==> config.mk <==
export PLATFORM = sky130hd
export DESIGN_NAME = soc_ram_arbiter
export DESIGN_NICKNAME = d
export VERILOG_FILES = /design/src/rtl/soc_ram_arbiter.sv
export SDC_FILE = /design/constraint.sdc
export NUM_CORES = 1
export LEC_CHECK = 0
export ABC_CLOCK_PERIOD_IN_PS = 1400
export BUFFER_PORTS_ARGS = -buffer_cell sky130_fd_sc_hd__buf_2
export CAP_MARGIN = 40
export CORE_MARGIN = 2
export CORE_UTILIZATION = 33
export CTS_BUF_LIST = sky130_fd_sc_hd__clkbuf_16
export DETAILED_ROUTE_END_ITERATION = 7
export GPL_ROUTABILITY_DRIVEN = 0
export PLACE_DENSITY = 0.74
export SLEW_MARGIN = 15
export SYNTH_ARGS = -nofsm -noshare
export SYNTH_HDL_FRONTEND = slang
export SYNTH_SLANG_ARGS = --single-unit
==> constraint.sdc <==
create_clock -name clk -period 1.4 [get_ports clk]
set_clock_uncertainty 0.2 [all_clocks]
set_input_delay 0.07 -clock clk [delete_from_list [all_inputs] [get_ports clk]]
set_output_delay 0.07 -clock clk [all_outputs]
set_load 0.05 [all_outputs]
==> src/rtl/soc_ram_arbiter.sv <==
// Two-port round-robin arbiter in front of a single-port synchronous RAM.
// Every access runs IDLE -> ACCESS -> RESP, and the granted port gets a one-cycle ack.
module soc_ram_arbiter #(
  parameter int DATA_WIDTH = 8,
  parameter int ADDR_WIDTH = 6
) (
  input  logic                  clk,
  input  logic                  rst,
  input  logic                  a_req,
  input  logic                  a_we,
  input  logic [ADDR_WIDTH-1:0] a_addr,
  input  logic [DATA_WIDTH-1:0] a_wdata,
  output logic                  a_ack,
  output logic [DATA_WIDTH-1:0] a_rdata,
  input  logic                  b_req,
  input  logic                  b_we,
  input  logic [ADDR_WIDTH-1:0] b_addr,
  input  logic [DATA_WIDTH-1:0] b_wdata,
  output logic                  b_ack,
  output logic [DATA_WIDTH-1:0] b_rdata,
  output logic [DATA_WIDTH-1:0] ram_data,
  output logic [ADDR_WIDTH-1:0] ram_addr,
  output logic                  ram_we,
  input  logic [DATA_WIDTH-1:0] ram_q,
  output logic                  busy
);

  localparam logic [1:0] IDLE   = 2'd0;
  localparam logic [1:0] ACCESS = 2'd1;
  localparam logic [1:0] RESP   = 2'd2;

  logic [1:0] state;
  logic       prio_b;   // 1: port B wins a tie
  logic       grant_b;  // port that owns the current access
  logic       pick_b;

  // NOTE: every variable assigned in always_comb gets a value on every path, so no latch is inferred.
  always_comb begin
    pick_b = 1'b0;
    if (b_req && (!a_req || prio_b)) pick_b = 1'b1;
  end

  // NOTE: sequential state uses non-blocking assignments so all registers update from pre-edge values.
  always_ff @(posedge clk) begin
    if (rst) begin
      state    <= IDLE;
      prio_b   <= 1'b0;
      grant_b  <= 1'b0;
      ram_we   <= 1'b0;
      ram_addr <= '0;
      ram_data <= '0;
    end else begin
      case (state)
        IDLE: begin
          if (a_req || b_req) begin
            state    <= ACCESS;
            grant_b  <= pick_b;
            prio_b   <= !pick_b;
            ram_addr <= pick_b ? b_addr  : a_addr;
            ram_data <= pick_b ? b_wdata : a_wdata;
            ram_we   <= pick_b ? b_we    : a_we;
          end else begin
            ram_we <= 1'b0;
          end
        end
        ACCESS: begin
          state  <= RESP;
          ram_we <= 1'b0;
        end
        RESP: state <= IDLE;
        default: begin
          state  <= IDLE;
          ram_we <= 1'b0;
        end
      endcase
    end
  end

  // Reset in RESP suppresses the ack in that same cycle, so the aborted access is never reported.
  assign a_ack   = (state == RESP) && !grant_b && !rst;
  assign b_ack   = (state == RESP) &&  grant_b && !rst;
  assign a_rdata = a_ack ? ram_q : '0;
  assign b_rdata = b_ack ? ram_q : '0;
  assign busy    = (state != IDLE);

endmodule

==> metrics <==
Layout Nets=256; Syn Area/Cell=8.61 um2; RR Startpoint=state[0]; Worst Setup SP=state[0]; dominant cell type by area after synthesis=dfxtp_1; critical path class=reg -> out; post-synth net total=144; status=finished with violations; Final Cycle Share=122%; Adder-Cell Fraction of Synth Area=0%; Simple-Gate Fraction of Synth Area=25.2%; worst-path maximum fanout=9; PD cells=900 nW/um2; Syn-to-layout area delta=128%; Starting Density=35.1%; Critical Path, Cell by Cell=nand2b_4, nor3b_4, buf_6, and2_4, buf_8; WL per Instance=17.2 um; top post-synthesis cells by area=dfxtp_1, a22oi_1, and2_1; DR iter-0 viols=43; CTS tree=built; sw frac=32.6%; PnR worst setup slack=-0.305 ns; Post-Syn Area=878 um2; GR Util All Layers=24.0%; multi-input gate area in the final layout=574 um2; register share of total power=34.7%; Post-synth EDFFs=0; synth unique cells=21; register bit total from synthesis=19; Max Freq=586 MHz; startpoint class of the critical path=flip-flop; Fillers=141; CTS max path bufs=2; CTS Sinks=19; vias per inst=5.19; Post-DRT Antenna Nets=0; HPWL after DPL=2050 um; Final Hold Fails=0; crit end category=output port; Leakage=0.934 nW; Port Buffers=75; Net Switching=589 uW; Fin Setup TNS=-6.80 ns; Die Footprint=3090 um2; DR vias=1,267; sequential area share after synthesis=43.3%; HP Start=b_we; CP arrival=1.44 ns; chip height=55.6 um; slowest stage cell, crit path=dfxtp_2; clock power share=31.9%; YS warnings=0; Cell Rows=18; mux cell area share after synthesis=1.14%; Least-Margin Pin Slew=0.253 ns; RSZ-0062 raised after global routing=yes; top post-synthesis cells by count=dfxtp_1, a21oi_1, and2_1; worst skew pair latency=0.25 ns; compound-gate portion of the synthesized area=26.2%; grt ovf=0; largest net degree at the start of global routing=18; Worst path max stage delay=0.32 ns; die extent in x=55.6 um; fin. max-slew vios=0; clock period minus worst slack=1.71 ns; top-count cell post-synth=dfxtp_1; worst min path class=in -> reg; drt total wl=4200 um; Comb power frac=33.4%; Final Hold Slack=0.00724 ns; CTS H-tree depth=1; vias in the first global route=1,322; TritonCTS Buffers=3; Req. time, crit path=1.13 ns; relative slew slack=83.1%; Reg clk slew, reported paths=0.05 ns; # setup viols final=34; Total Power=1.81 mW; first-pass GRT wire length=5940 um; Worst Reg2Reg Path Length in Cells=6; I/O pin total=76; initial antenna violation count=1; Residual DRC=0; Pre-Repair DR Iteration Count=4; xor and xnor area share after synthesis=0%; ys flop type=dfxtp_1; async set-reset flop share out of synthesis=0%; layout cells sized above 1=56.8%; register area=384 um2; Clock Tree Root=clkbuf_16; failing checks=negative setup slack; Mapped Cells=102; largest family of logic cells by synthesized area=compound AO/OA/AOI/OAI gates; VDD IR max=0.000757 V; Hold Path Depth=3; area share of the largest cell type after synthesis=43.3%; internal power=1.22 mW; number of max-cap violations=0; core region area=2500 um2
[critical path, delay by kind of cell, from the launching register on]
kind          cells  cell delay, ns
buf+inv           2            0.31
flops             1            0.32
simple gates      3            0.56
[power by group through the flow]
stage                     clock (mW)  combinational [mW]  sequential, mW
after floorplan                    0               0.182           0.763
after global placement             0               0.471           0.629
after detailed placement           0               0.482           0.631
after CTS                      0.594               0.561           0.621
after global routing           0.618               0.636           0.630
final                          0.576               0.604           0.626
[per-stage QoR]
stage / cell area, um2 / setup slack (ns) / util [%] / instances
final: 2010 / -0.305 / 80.3 / 244
after global routing: 2010 / -0.334 / 80.3 / 244
after CTS: 1930 / -0.214 / 77.0 / 242
after detailed placement: 1380 / -0.152 / 55.1 / 206
after global placement: 1380 / -0.111 / 55.1 / 206
after floorplan: 938 / -0.352 / - / 102
[area by class of cell]
| cell class | count | share of cell area, % |
|---|---|---|
| repair buffers | 111 | 45.9 |
| multi-input cells | 77 | 28.6 |
| flip-flops and latches | 19 | 19.1 |
| clock buffers | 3 | 3.74 |
| well taps | 30 | 1.87 |
| inverters | 2 | 0.374 |
| clock inverters | 1 | 0.249 |
| diodes | 1 | 0.125 |
[what timing repair did]
action	CTS	global route
setup endpoints to repair	33	35
pin swaps	3	2
hold buffers	28	0
setup buffers	3	1
gates cloned	1	0
hold endpoints to repair	14	0
resized for setup	48	18
[cell usage in the layout, fill, tap and decap left out]
cell           Yosys  final
o211a_4            0      1
nor3b_1            1      1
mux2i_1            1      1
buf_4              0      5
diode_2            0      1
a21oi_1           16      8
nor3b_4            0      1
clkinv_2           0      1
buf_8              0     17
clkbuf_16          0      3
inv_1              2      2
buf_2              2     57
nand2b_1           2      1
and2_2             0      1
o21ai_0            1      1
a21oi_2            0      8
o21ai_1            1      1
buf_6              1      2
dfxtp_1           19     16
nand2b_4           0      1
dfxtp_2            0      3
nand2_1           14     14
buf_12             0      2
o32ai_1            1      1
dlygate4sd3_1      0     28
a22oi_1           14     14
nor3_4             0      2
a21oi_4            1      1
and2_4             0     15
or3b_4             1      1
nor2_1             4      4
[registers in the layout (all words and copies together) (netlist names)]
signal    cells
grant_b       1
prio_b        1
state         2
ram_addr      6
ram_we        1
ram_data      8
[cells by family (layout without fill, tap and decap cells)]
family | count (synthesis) | count (layout)
simple gates | 40 | 41
compound gates | 35 | 35
flops | 19 | 19
buf+inv | 7 | 117
mux | 1 | 1
other cells | 0 | 1
[metal layers]
metal	track usage, %	part of all wire [%]	vias up
met5	0	0	-
li1	-	-	581
met1	23.0	35	588
met4	13.2	5.9	0
met3	5.58	7.0	18
met2	46.1	52	80
[path summary, 6_finish.rpt]
path	endpoint	slack (ns)
hold reg to reg	state[1]	0.28
hold / removal	ram_we	0.007
setup reg to reg	ram_addr[3]	-0.21
setup / recovery	b_rdata[1]	-0.31
Note: power is estimated with default switching activity, not from simulation.
